<file path="config.mk">
export PLATFORM = sky130hd
export DESIGN_NAME = pipe_skid_reg
export DESIGN_NICKNAME = d
export VERILOG_FILES = /design/src/rtl/pipe_pkg.sv /design/src/rtl/dff_en_nbit.sv /design/src/rtl/pipe_skid_reg.sv
export SDC_FILE = /design/constraint.sdc
export NUM_CORES = 1
export LEC_CHECK = 0
export ABC_AREA = 1
export ABC_CLOCK_PERIOD_IN_PS = 1700
export BUFFER_PORTS_ARGS = -buffer_cell sky130_fd_sc_hd__buf_4
export CAP_MARGIN = 20
export CORE_MARGIN = 1
export CORE_UTILIZATION = 43
export DETAILED_ROUTE_END_ITERATION = 7
export MAX_ROUTING_LAYER = met4
export PLACE_DENSITY = 0.65
export SETUP_SLACK_MARGIN = 0.02
export SYNTH_ARGS = -nofsm -noshare
export SYNTH_HDL_FRONTEND = slang
export SYNTH_HIERARCHICAL = 1
export SYNTH_SLANG_ARGS = --single-unit
</file>
<file path="constraint.sdc">
create_clock -name clk -period 1.7 [get_ports clk]
set_input_delay 0.34 -clock clk [delete_from_list [all_inputs] [get_ports clk]]
set_output_delay 0.34 -clock clk [all_outputs]
set_load 0.01 [all_outputs]
</file>
<file path="src/rtl/pipe_pkg.sv">
// Shared definitions for the elastic pipeline registers between pipeline stages.
// Occupancy-state encodings and default payload widths for each stage boundary.
package pipe_pkg;

  localparam logic [1:0] PS_EMPTY = 2'd0;
  localparam logic [1:0] PS_BUSY  = 2'd1;
  localparam logic [1:0] PS_FULL  = 2'd2;

  localparam int IFID_W  = 64;
  localparam int IDEX_W  = 128;
  localparam int EXMEM_W = 96;
  localparam int MEMWB_W = 72;

endpackage

</file>
<file path="src/rtl/dff_en_nbit.sv">
// WIDTH-bit register with synchronous active-high reset and load enable.
// Reset wins over enable; with enable low the register holds its value.
module dff_en_nbit #(
  parameter int               WIDTH   = 1,
  parameter logic [WIDTH-1:0] RST_VAL = '0
) (
  input  logic             clk,
  input  logic             rst,
  input  logic             i_en,
  input  logic [WIDTH-1:0] i_d,
  output logic [WIDTH-1:0] o_q
);

  logic [WIDTH-1:0] r_q;

  always_ff @(posedge clk) begin
    if (rst) begin
      r_q <= RST_VAL;
    end else if (i_en) begin
      r_q <= i_d;
    end
  end

  assign o_q = r_q;

endmodule

</file>
<file path="src/rtl/pipe_skid_reg.sv">
// Two-entry valid/ready skid buffer used as a pipeline-stage boundary register.
// in_ready is decoded from the state flops only, so it never depends on out_ready.
//
//   state    | meaning
//   ---------+-----------------------------------------------------
//   PS_EMPTY | nothing held, out_valid=0, in_ready=1
//   PS_BUSY  | main slot valid, skid empty, in_ready=1
//   PS_FULL  | main and skid valid (main older), in_ready=0
module pipe_skid_reg
  import pipe_pkg::*;
#(
  parameter int               WIDTH   = 16,
  parameter logic [WIDTH-1:0] RST_VAL = '0
) (
  input  logic             clk,
  input  logic             rst,
  input  logic             flush,
  input  logic             in_valid,
  output logic             in_ready,
  input  logic [WIDTH-1:0] in_data,
  output logic             out_valid,
  input  logic             out_ready,
  output logic [WIDTH-1:0] out_data,
  output logic [1:0]       occupancy
);

  logic [1:0]       w_state;
  logic [1:0]       w_state_d;
  logic             w_accept;
  logic             w_consume;
  logic             w_main_en;
  logic             w_skid_en;
  logic [WIDTH-1:0] w_main_d;
  logic [WIDTH-1:0] w_main_q;
  logic [WIDTH-1:0] w_skid_q;

  assign in_ready  = (w_state != PS_FULL);
  assign out_valid = (w_state != PS_EMPTY);
  assign occupancy = w_state;
  assign out_data  = w_main_q;

  assign w_accept  = in_valid & in_ready;
  assign w_consume = out_valid & out_ready;

  always_comb begin
    w_state_d = w_state;
    w_main_en = 1'b0;
    w_skid_en = 1'b0;
    w_main_d  = in_data;
    case (w_state)
      PS_EMPTY: begin
        if (w_accept) begin
          w_main_en = 1'b1;
          w_state_d = PS_BUSY;
        end
      end
      PS_BUSY: begin
        if (w_accept && w_consume) begin
          w_main_en = 1'b1;
        end else if (w_accept) begin
          w_skid_en = 1'b1;
          w_state_d = PS_FULL;
        end else if (w_consume) begin
          w_state_d = PS_EMPTY;
        end
      end
      PS_FULL: begin
        if (w_consume) begin
          w_main_d  = w_skid_q;
          w_main_en = 1'b1;
          w_state_d = PS_BUSY;
        end
      end
      default: w_state_d = PS_EMPTY;
    endcase
    // Flush discards everything, including a same-cycle accept; data flops keep their contents.
    if (flush) begin
      w_state_d = PS_EMPTY;
      w_main_en = 1'b0;
      w_skid_en = 1'b0;
    end
  end

  dff_en_nbit #(.WIDTH(2), .RST_VAL(PS_EMPTY)) u_state (
    .clk  (clk),
    .rst  (rst),
    .i_en (1'b1),
    .i_d  (w_state_d),
    .o_q  (w_state)
  );

  dff_en_nbit #(.WIDTH(WIDTH), .RST_VAL(RST_VAL)) u_main (
    .clk  (clk),
    .rst  (rst),
    .i_en (w_main_en),
    .i_d  (w_main_d),
    .o_q  (w_main_q)
  );

  dff_en_nbit #(.WIDTH(WIDTH), .RST_VAL(RST_VAL)) u_skid (
    .clk  (clk),
    .rst  (rst),
    .i_en (w_skid_en),
    .i_d  (in_data),
    .o_q  (w_skid_q)
  );

endmodule

</file>
; ---- After elaboration in Yosys (flattened, before gate mapping)
; Cells that the tools add are included.
; W data, S select, Z words.
[classes]
eq_ne = 7
muxes = 16
n_bitwise = 2
reduce_logical = 5
[op_table]
columns = operator, n
row1 = $mux W16, 2
row2 = $mux W2, 5
row3 = $ne A2 B2 Y1 const B, 4
row4 = $mux W1, 7
row5 = $pmux W2 S3, 1
row6 = $reduce_and A4 Y1, 1
row7 = $ne A3 B3 Y1 const B, 1
row8 = $pmux W1 S3, 1
row9 = $and A1 B1 Y1, 2
row10 = $eq A2 B1 Y1 const B, 1
row11 = $eq A2 B2 Y1 const B, 1
row12 = $logic_not A2 Y1, 1
row13 = $reduce_bool A2 Y1, 1
row14 = $reduce_or A2 Y1, 1
row15 = $logic_and A1 B1 Y1, 1
[totals]
regBits = 34
inputBits = 21
output_inout_bits = 20
word_cells = 33

; ---- Logic depth before layout (Yosys ltp)
; Gate-level depths: netlist of run 1.
[depth]
depth_word = 6
depth_mapped = 10
mapped_depth_nobuf = 10

; ---- Hierarchy
; The synthesis of run 1 kept the hierarchy.
[modules_own_cells]
columns = module, n_inst, cells_per_inst, area_each_um2, seq_area_each_um2
row1 = dff_en_nbit (u_main ...), 2, 101, 670.6, 320.3
row2 = pipe_skid_reg, 1, 76, 341.6, 0.0
row3 = dff_en_nbit (u_state), 1, 13, 81.3, 40.0

; ---- Least setup slack after synthesis of run 1
; Ideal clock, no wire load.
[synth_path]
path_type = in2reg
from = input port out_ready
to = register u_skid.r_q[4] (netlist: u_skid/o_q[4])
setup_time_ns = 0.114
t_arrival_ns = 1.507
required_ns = 1.586
path_slack_ns = 0.079
stages = 7
n_path_buf = 3
path_cell_list = buf_2 -> buf_2 -> nor3_1 -> buf_6 -> nand2_1 -> nand2_1 -> nor2_2
[synth_between]
elab_chain_len = 5
[synth_lines]
columns = item, line
row1 = "start, declared", pipe_skid_reg.sv:22  ; input logic out_ready,
row2 = $and A1 B1 Y1, pipe_skid_reg.sv:43  ; assign w_consume = out_valid & out_ready;
row3 = $logic_and A1 B1 Y1, pipe_skid_reg.sv:58  ; if (w_accept && w_consume) begin
row4 = $mux W1, pipe_skid_reg.sv:58
row5 = $mux W1, pipe_skid_reg.sv:50  ; case (w_state)
row6 = $mux W1, pipe_skid_reg.sv:77  ; if (flush) begin
row7 = via w_skid_en, pipe_skid_reg.sv:32  ; logic w_skid_en;
row8 = "end signal, assigned", dff_en_nbit.sv:20  ; r_q <= i_d;
row9 = "end, declared", dff_en_nbit.sv:14  ; logic [WIDTH-1:0] r_q;
; The timed path passes the listed nets, and every way through them passes these cells.
; A chain may end at the register's enable or synchronous reset.

; ---- Worst setup path after layout of run 1
[layout_path]
from = register u_state.r_q[1] (netlist: u_state/o_q[1])
to = output port in_ready
[layout_between]
elab_chain_len = 1
[layout_lines]
columns = item, line
row1 = "start, declared", dff_en_nbit.sv:14
row2 = "start signal, assigned", dff_en_nbit.sv:20
row3 = $ne A2 B2 Y1, pipe_skid_reg.sv:37  ; assign in_ready = (w_state != PS_FULL);
row4 = "end, declared", pipe_skid_reg.sv:19  ; output logic in_ready,
; No other way between the ends.

==> results of run 1 <==
-- power groups by stage --
stage	combinational (mW)	clock, mW	sequential [mW]
global placement	0.324	0	0.880
floorplan	0.186	0	0.895
finish	0.331	0.618	0.863
global route	0.376	0.674	0.869
detailed placement	0.325	0	0.881
CTS	0.333	0.642	0.863
-- metal layers --
metal,vias to the layer above,GRT usage,share of wire
met5,-,-,0
met4,0,0.0638,0.013
met3,6,0.0690,0.050
met2,39,0.277,0.39
met1,646,0.279,0.54
li1,920,-,-
-- critical path, delay by kind of cell (launching register included) --
kind          cells  cell delay, ns
simple gates      1            0.12
flops             1            0.41
buf+inv           3            0.26
-- flip-flops by register name, summed over array words and instances, names as in the netlist --
signal       cells
u_skid/o_q      16
u_main/o_q      16
u_state/o_q      2
-- repair_timing --
item / 4_1_cts / 5_1_grt
setup endpoints to repair: 1 / 0
hold endpoints to repair: 0 / 0
buffers inserted: 3 / 0
-- placed cells by master (no fill, tap or decap) --
master,n
nor3_2,1
nand2_4,1
nor2_2,5
inv_1,41
nor2_1,68
nand3_1,17
nand2_1,107
buf_12,1
buf_4,44
o21ai_0,1
nor2_4,1
inv_2,1
clkbuf_8,6
conb_1,4
clkinv_2,1
dfxtp_1,34
clkbuf_1,1
nor3b_1,1
-- kinds of logic (layout without fill, tap and decap cells) --
kind of cell | after synthesis | after routing | synth area share
other cells | 1 | 4 | 0.00213
simple gates | 201 | 201 | 0.457
compound gates | 1 | 1 | 0.00283
buf+inv | 54 | 95 | 0.152
flops | 34 | 34 | 0.386
-- path summary, 6_finish.rpt --
| path | startpoint | end | slack, ns |
|---|---|---|---|
| max | u_state/o_q[1] | in_ready | 0.27 |
| min | rst | u_state/o_q[1] | 0.32 |
| max reg2reg | u_state/o_q[1] | u_main/o_q[9] | 0.32 |
| min reg2reg | u_main/o_q[12] | u_main/o_q[12] | 0.47 |
-- area by class of cell --
type / count / area share
multi-input combinational: 206 / 0.383
sequential: 34 / 0.313
timing repair buffer: 45 / 0.161
inverter: 42 / 0.0725
clock buffer: 7 / 0.0397
tap: 48 / 0.0276
clock inverter: 1 / 0.00230
-- through the flow --
stage               power, mW  hold slack [ns]  cell area (um2)  std cells
floorplan                1.08            0.450             1780        294
global placement         1.20            0.457             2060        372
detailed placement       1.21            0.464             2060        372
CTS                      1.84            0.316             2170        383
global route             1.92            0.348             2170        383
finish                   1.81            0.323             2170        383
==> metrics.md, run 1 <==
| Metric | Value |
|---|---|
| Fin util | `0.572` |
| CP max FO | `6` |
| Worst-case clock buffer depth | `2` |
| Maximum resistive drop on vdd | `457 uV` |
| Relative slew margins | `0.634` |
| Total net switching power | `0.497 mW` |
| Clock power frac | `0.341` |
| CTS tree | `done` |
| Worst path cell trace | `inv_2, nor2_4, inv_1, buf_4` |
| Top-count cell post-synth | `nand2_1` |
| Vias in the first global route | `1429` |
| Antenna violations before repair | `0` |
| WL final | `3810 um` |
| Period utilization | `0.840` |
| Drt pass-1 iters | `4` |
| Post-route ant nets | `0` |
| Clock Sinks | `34` |
| Hold Path Class | `input port to flip-flop` |
| Die area | `4360 um2` |
| Post-CTS sizing | `0` |
| Fraction of registers with async set or reset after synthesis | `0` |
| H-tree levels | `2` |
| Pin count of the biggest net entering global routing | `33` |
| Port Buffers | `40` |
| Die H | `~66 um` |
| GRT Util Overall | `0.203` |
| First-pass GRT wire length | `approximately 6400 um` |
| DPL Wire Length | `roughly 2600 um` |
| Std cell rows | `22` |
| Starting Density | `0.464` |
| RSZ-0062 raised after global routing | `no` |
| Max Fclk | `0.700 GHz` |
| Netlist cell types | `16` |
| Clk_skew | `0.00538 ns` |
| Critical path's slowest cell | `dfxtp_1` |
| Share of layout cells above drive strength 1 | `0.182` |
| Leak | `1.20 nW` |
| Clk slew on worst S/H paths | `0.07 ns` |
| Post-synthesis sequential area ratio | `0.386` |
| Setup CP Type | `flip-flop to primary output` |
| Worst Setup Start Kind | `flip-flop` |
| Status | `completed` |
| Syn. warnings | `6` |
| Clock Latency Late Sink | `0.29 ns` |
| Total grt overflow | `0` |
| Worst Tran Pin Value | `0.548 ns` |
| DR WL/cell | `9.95 um` |
| Setup TNS | `0 ns` |
| Crit-path max cell delay | `between 0.4 and 0.5 ns` |
| Max-slew violation count | `0` |
| Sequential cell fraction of total power | `0.476` |
| CP arrival | `between 1 and 1.5 ns` |
| Top FF cell, synth | `dfxtp_1` |
| Cell count of the worst reg-to-reg path | `10` |
| Top cells by area, synth | `dfxtp_1 (39%), nand2_1 (23%), nor2_1 (15%)` |
| Setup Viol. Count Final | `0` |
| Yosys top cell area share | `0.386` |
| Top Ports | `41` |
| Power Dens Cells | `834 nW/um2` |
| Tmin final | `1.43 ns` |
| Post-synth top area cell | `dfxtp_1` |
| Mapped Cells | `291` |
| CTS root buf | `clkbuf_8` |
| Syn_area_per_cell | `roughly 6.1 um2` |
| Die X | `around 66 um` |
| Total number of vias | `1611` |
| Critical Path Sink Type | `primary output` |
| CTS Hold Bufs | `0` |
| FILL cells | `396` |
| Mapped Area | `approximately 1800 um2` |
| Final Hold Fails | `0` |
| Worst slack, placed | `a little over 0.2 ns` |
| WHS Path Cells | `4` |
| Placer Congestion | `0.858` |
| Synth Register Bits | `34` |
| Number of synthesized flops with an enable pin | `0` |
| Number of max-cap violations | `0` |
| Number of buffers created by CTS | `5` |
| Ant diodes | `0` |
| DR vias/cell | `4.21` |
| Area of the multi-input gates | `833 um2` |
| P_int | `1.32 mW` |
| Sw Ratio | `0.274` |
| Most frequent cells after synthesis | `nand2_1 (107), nor2_1 (69), inv_1 (41)` |
| DRT iter0 DRCs | `89` |
| Comb power frac | `0.183` |
| Fin worst setup slack | `0.271 ns` |
| Worst EP required | `1.36 ns` |
| Area added between synthesis and finish | `23.2%` |
| Sequential cell area | `681 um2` |
| Remaining DRCs | `0` |
| Core Area | `3800 um2` |
| Final Net Count | `355` |
No activity file was read; power rests on OpenSTA's default activity.
==> inputs of run 2 (changes only) <==
Settings changed: ABC_CLOCK_PERIOD_IN_PS 1700 to 1430, PLACE_DENSITY 0.65 to 0.62.
Clock period 1.7 ns to 1.43 ns, I/O delays scaled along.
==> run 2 against run 1 <==
  * Routed wire length decreased by 3.6%
  * Register-to-register slack got worse by 0.15 ns
  * Clock-buffer cell count unchanged
  * Non-clock buffer count increased by 8
  * Critical endpoint unchanged
  * Largest cell class unchanged
  * Largest power group unchanged
==> metrics.md, run 2 (synthesized netlist as in run 1, its figures left out) <==
| Metric | Value |
|---|---|
| Worst slack, placed | `0.127 ns` |
| Worst path cell trace | `inv_2, nor2_4, buf_6, inv_1, buf_4` |
| Drt pass-1 iters | `5` |
| Setup CP Type | `flip-flop to primary output` |
| Hold Path Class | `input port to flip-flop` |
| Worst Setup Start Kind | `flip-flop` |
| Fin worst setup slack | `~0.096 ns` |
| Setup Viol. Count Final | `0` |
| Area added between synthesis and finish | `27.1%` |
| Power Dens Cells | `959 nW/um2` |
| Total power | `2.15 mW` |
| Cell count of the worst reg-to-reg path | `9` |
| Std cell rows | `22` |
| Tmin final | `1.33 ns` |
| R2r setup slk | `0.17 ns` |
| Clock Sinks | `34` |
| CP delay by family, top | `flip-flops` |
| Critical path's slowest cell | `dfxtp_4` |
| Maximum resistive drop on vdd | `511 uV` |
| Starting Density | `0.464` |
| DRT iter0 DRCs | `78` |
| Max Fclk | `around 0.75 GHz` |
| RSZ-0062 raised after global routing | `no` |
| Fin util | `0.590` |
| Most frequent cells in the layout | `nand2_1 (107), nor2_1 (68), buf_4 (51)` |
| Total number of vias | `1617` |
| Period utilization | `0.933` |
| H-tree levels | `2` |
| CTS Hold Bufs | `0` |
| Number of cells on the critical path | `5` |
| Worst r2r dst | `u_main/o_q[7]` |
| Top Ports | `41` |
| Final Net Count | `363` |
| Vias in the first global route | `1384` |
| DPL Wire Length | `between 2000 and 3000 um` |
| CTS tree | `done` |
| Worst path buffer plus inverter count | `4` |
| Commonest non-fill, non-tap cell in the layout | `nand2_1` |
| Sequential cell area | `686 um2` |
| Clk slew on worst S/H paths | `0.07 ns` |
| Number of max-cap violations | `0` |
| GRT Util Overall | `0.193` |
| Dpl cells | `about 380` |
| Remaining DRCs | `0` |
| Core Area | `3800 um2` |
| Leak | `1.25 nW` |
| CP arrival | `approximately 1.1 ns` |
| DR vias/cell | `4.14` |
| DR WL/cell | `9.39 um` |
| Pin count of the biggest net entering global routing | `33` |
| Worst Setup SP | `u_state/o_q[1]` |
| Non-filler cells, final | `391` |
| Share of layout cells above drive strength 1 | `0.207` |
| Placer Congestion | `0.853` |
| FILL cells | `408` |
| First-pass GRT wire length | `6040 um` |
| Die X | `66.1 um` |
| Total grt overflow | `0` |
| Antenna violations before repair | `0` |
| Status | `completed` |
| Ant diodes | `0` |
| Crit-path max cell delay | `0.35 ns` |
| Port Buffers | `40` |
| Setup TNS | `0 ns` |
| Clk_skew | `0.00784 ns` |
| Clock Latency Late Sink | `approximately 0.28 ns` |
| WL final | `3670 um` |
| CTS root buf | `clkbuf_8` |
| Post-route ant nets | `0` |
| Placed cell areas | `around 2100 um2` |
| Worst EP required | `~1.1 ns` |
| CP endpoint | `in_ready` |
| Number of buffers created by CTS | `5` |
| Final instance area | `2240 um2` |
| Worst hold margin | `0.268 ns` |
| Area of the multi-input gates | `833 um2` |
| Critical Path Sink Type | `primary output` |
| CP max FO | `4` |
| Die area | `4360 um2` |
| Critical R2R Launch | `u_state/o_q[1]` |
| Die H | `66.1 um` |
| Max-slew violation count | `0` |
| Worst-case clock buffer depth | `2` |
| Final Hold Fails | `0` |
[run 2: layer usage]
metal | vias up | GRT usage | share of wire
li1 | 938 | - | -
met2 | 28 | 0.279 | 0.42
met4 | 0 | 0.0638 | 0.0098
met1 | 647 | 0.252 | 0.53
met3 | 4 | 0.0638 | 0.045
met5 | - | - | 0
[run 2: worst reg2reg max path: stages (launching register included)]
cell and delay [ns]:
dfxtp_4 0.34, inv_2 0.08, nand2_1 0.09, nand2_1 0.09
nand2_1 0.06, nor2_2 0.12, buf_12 0.19, nand2_1 0.08
nand2_1 0.06, nor2_1 0.04
[run 2: how the worst min path moves through the flow]
| stage | startpoint | to | slack, ns | depth (start not counted) |
|---|---|---|---|---|
| final | rst | u_state/o_q[1] | 0.27 | 4 |
| after global routing | rst | u_state/o_q[1] | 0.28 | 4 |
| after CTS | rst | u_state/o_q[1] | 0.25 | 4 |
| after detailed placement | u_skid/o_q[11] | u_skid/o_q[11] | 0.46 | 2 |
| after global placement | u_skid/o_q[1] | u_skid/o_q[1] | 0.46 | 2 |
| after floorplan | rst | u_state/o_q[0] | 0.44 | 3 |
[run 2: final cells by class]
type / count / area share
Timing Repair Buffer: 53 / 0.185
Tap cell: 48 / 0.0268
Sequential cell: 34 / 0.306
Multi-Input combinational cell: 206 / 0.372
Inverter: 42 / 0.0703
Clock buffer: 7 / 0.0385
Clock inverter: 1 / 0.00223
[run 2: what timing repair did]
action / CTS / global route
gates cloned: 0 / 0
gates resized for setup: 3 / 2
pin swaps: 1 / 1
buffers inserted: 2 / 3
setup endpoints to repair: 1 / 14
[run 2: where the power goes]
part	internal (mW)	switching, mW
sequential	0.997	0.0270
clock	0.388	0.329
combinational	0.192	0.217
total	1.58	0.573
==> inputs of run 3 (changes only) <==
Settings changed: ABC_CLOCK_PERIOD_IN_PS 1430 to 1500, MAX_ROUTING_LAYER met4 to default.
Clock period 1.43 ns to 1.5 ns, I/O delays scaled along.
==> run 3 against run 2 <==
  * Clock power decreased by 4.0%
  * Power fell by 5.0%
  * Die area did not move
  * Largest power group unchanged
  * Non-clock buffer count decreased by 7
  * Cell area shrank 2.1%
  * Cell count down 1.8%
  * Via count rose by 6.2%
  * Clock skew shrank 0.0042 ns
  * Sequential power down 4%
  * Register-to-register slack hardly changed
  * Core utilization is 1.3 points lower
  * Global-route usage is 0.077 points lower
==> metrics.md, run 3 (synthesized netlist as in run 1, its figures left out) <==
| Metric | Value |
|---|---|
| Status | `completed` |
| Hold EP | `u_state/o_q[1]` |
| Sequential cell fraction of total power | `0.479` |
| Drt pass-1 iters | `4` |
| Critical Path Sink Type | `primary output` |
| Share of layout cells above drive strength 1 | `0.188` |
| Remaining DRCs | `0` |
| Pin count of the biggest net entering global routing | `33` |
| Top Ports | `41` |
| Placer Congestion | `between 0.7 and 0.8` |
| Non-filler cells, final | `384` |
| WL final | `about 3700 um` |
| Port Buffers | `40` |
| Critical R2R Launch | `u_state/o_q[0]` |
| Power Dens Cells | `around 930 nW/um2` |
| DR WL/cell | `around 9.7 um` |
| Clk_skew | `between 0.003 and 0.004 ns` |
| Min-delay src | `rst` |
| Worst Setup Start Kind | `flip-flop` |
| Max Fclk | `0.742 GHz` |
| Final Hold Fails | `0` |
| Hold Path Class | `input port to flip-flop` |
| Worst r2r dst | `u_main/o_q[7]` |
| Setup Viol. Count Final | `0` |
| R2r setup slk | `between 0.15 and 0.2 ns` |
| CTS tree | `done` |
| Dpl cells | `approximately 380` |
| Starting Density | `0.464` |
| Antenna violations before repair | `0` |
| Final instance area | `about 2200 um2` |
| Total power | `2.04 mW` |
| WHS Path Cells | `4` |
| Final Net Count | `356` |
| Post-CTS sizing | `0` |
| P_int | `~1.5 mW` |
| Clock Sinks | `34` |
| CTS Hold Bufs | `0` |
| Clock power frac | `0.337` |
| Cell count of the worst reg-to-reg path | `9` |
| Clk slew on worst S/H paths | `0.07 ns` |
| DRT iter0 DRCs | `90` |
| Worst EP required | `1.20 ns` |
| Comb power frac | `0.183` |
| DR vias/cell | `4.47` |
| Total number of vias | `1718` |
| Post-CTS Setup Bufs | `0` |
| Placed cell areas | `2100 um2` |
| H-tree levels | `2` |
| Setup TNS | `0 ns` |
| CP arrival | `1.05 ns` |
| First-pass GRT wire length | `6270 um` |
| Number of buffers created by CTS | `5` |
| CTS root buf | `clkbuf_8` |
| Leak | `1.21 nW` |
| Die H | `66.1 um` |
| GRT Util Overall | `0.192` |
| Most frequent cells in the layout | `nand2_1 (107), nor2_1 (68), buf_4 (44)` |
| CP max FO | `6` |
| Worst-case clock buffer depth | `2` |
| Setup CP Type | `flip-flop to primary output` |
| DPL Wire Length | `2660 um` |
| RSZ-0062 raised after global routing | `no` |
| Tmin final | `about 1.3 ns` |
| Core Area | `3800 um2` |
| Post-route ant nets | `0` |
| Max-slew violation count | `0` |
| Period utilization | `0.898` |
| Std cell rows | `22` |
| Total net switching power | `0.548 mW` |
| Die area | `4360 um2` |
| Area added between synthesis and finish | `24.4%` |
| Sw Ratio | `0.269` |
| Ant diodes | `0` |
| Die X | `roughly 66 um` |
| Clock Latency Late Sink | `0.28 ns` |
| Maximum resistive drop on vdd | `approximately 400 uV` |
| Worst hold margin | `0.284 ns` |
| Commonest non-fill, non-tap cell in the layout | `nand2_1` |
| Vias in the first global route | `around 1500` |
| Total grt overflow | `0` |
| Number of max-cap violations | `0` |
run 3: power by group through the flow:
stage	registers, mW	clock network, mW	logic, mW
after floorplan	1.01	0	0.212
after global placement	0.999	0	0.376
after detailed placement	0.999	0	0.381
after CTS	0.979	0.705	0.381
after global routing	0.985	0.746	0.425
final	0.979	0.688	0.375
run 3: critical path, stage by stage (launching register included):
cell     delay [ns]
dfxtp_2        0.38
inv_2          0.07
nor2_4         0.14
inv_1          0.05
buf_4          0.14
run 3: cell type report:
class | instances | area [um2]
Clock buffer | 7 | 86.3
Clock inverter | 1 | 5.00
Tap cell | 48 | 60.1
Inverter | 42 | 158
Sequential cell | 34 | 682
Multi-Input combinational cell | 206 | 833
Timing Repair Buffer | 46 | 370
Fill cell | 415 | 1600
run 3: worst max path at each step:
stage,cells after the start,slack [ns],from,end
2_1_floorplan,9,0.08,u_state/o_q[1],u_main/o_q[4]
3_3_place_gp,9,0.20,u_state/o_q[1],u_main/o_q[1]
3_5_place_dp,9,0.18,u_state/o_q[0],u_main/o_q[7]
4_1_cts,4,0.07,u_state/o_q[1],in_ready
5_1_grt,6,0.04,u_state/o_q[0],u_skid/o_q[8]
6_report,4,0.15,u_state/o_q[1],in_ready
run 3: per-stage QoR:
stage                     utilization  worst slack (ns)
after detailed placement        0.553             0.177
after global routing            0.578            0.0352
final                           0.578             0.153
after global placement          0.553             0.202
after floorplan                     -            0.0764
after CTS                       0.577            0.0718
run 3: metal layers:
layer,wire [um],vias to the layer above,track usage
met5,0,-,0
met1,1690,755,0.228
met3,172,4,0.0431
met2,1810,34,0.339
li1,-,925,-
met4,40,0,0.0638
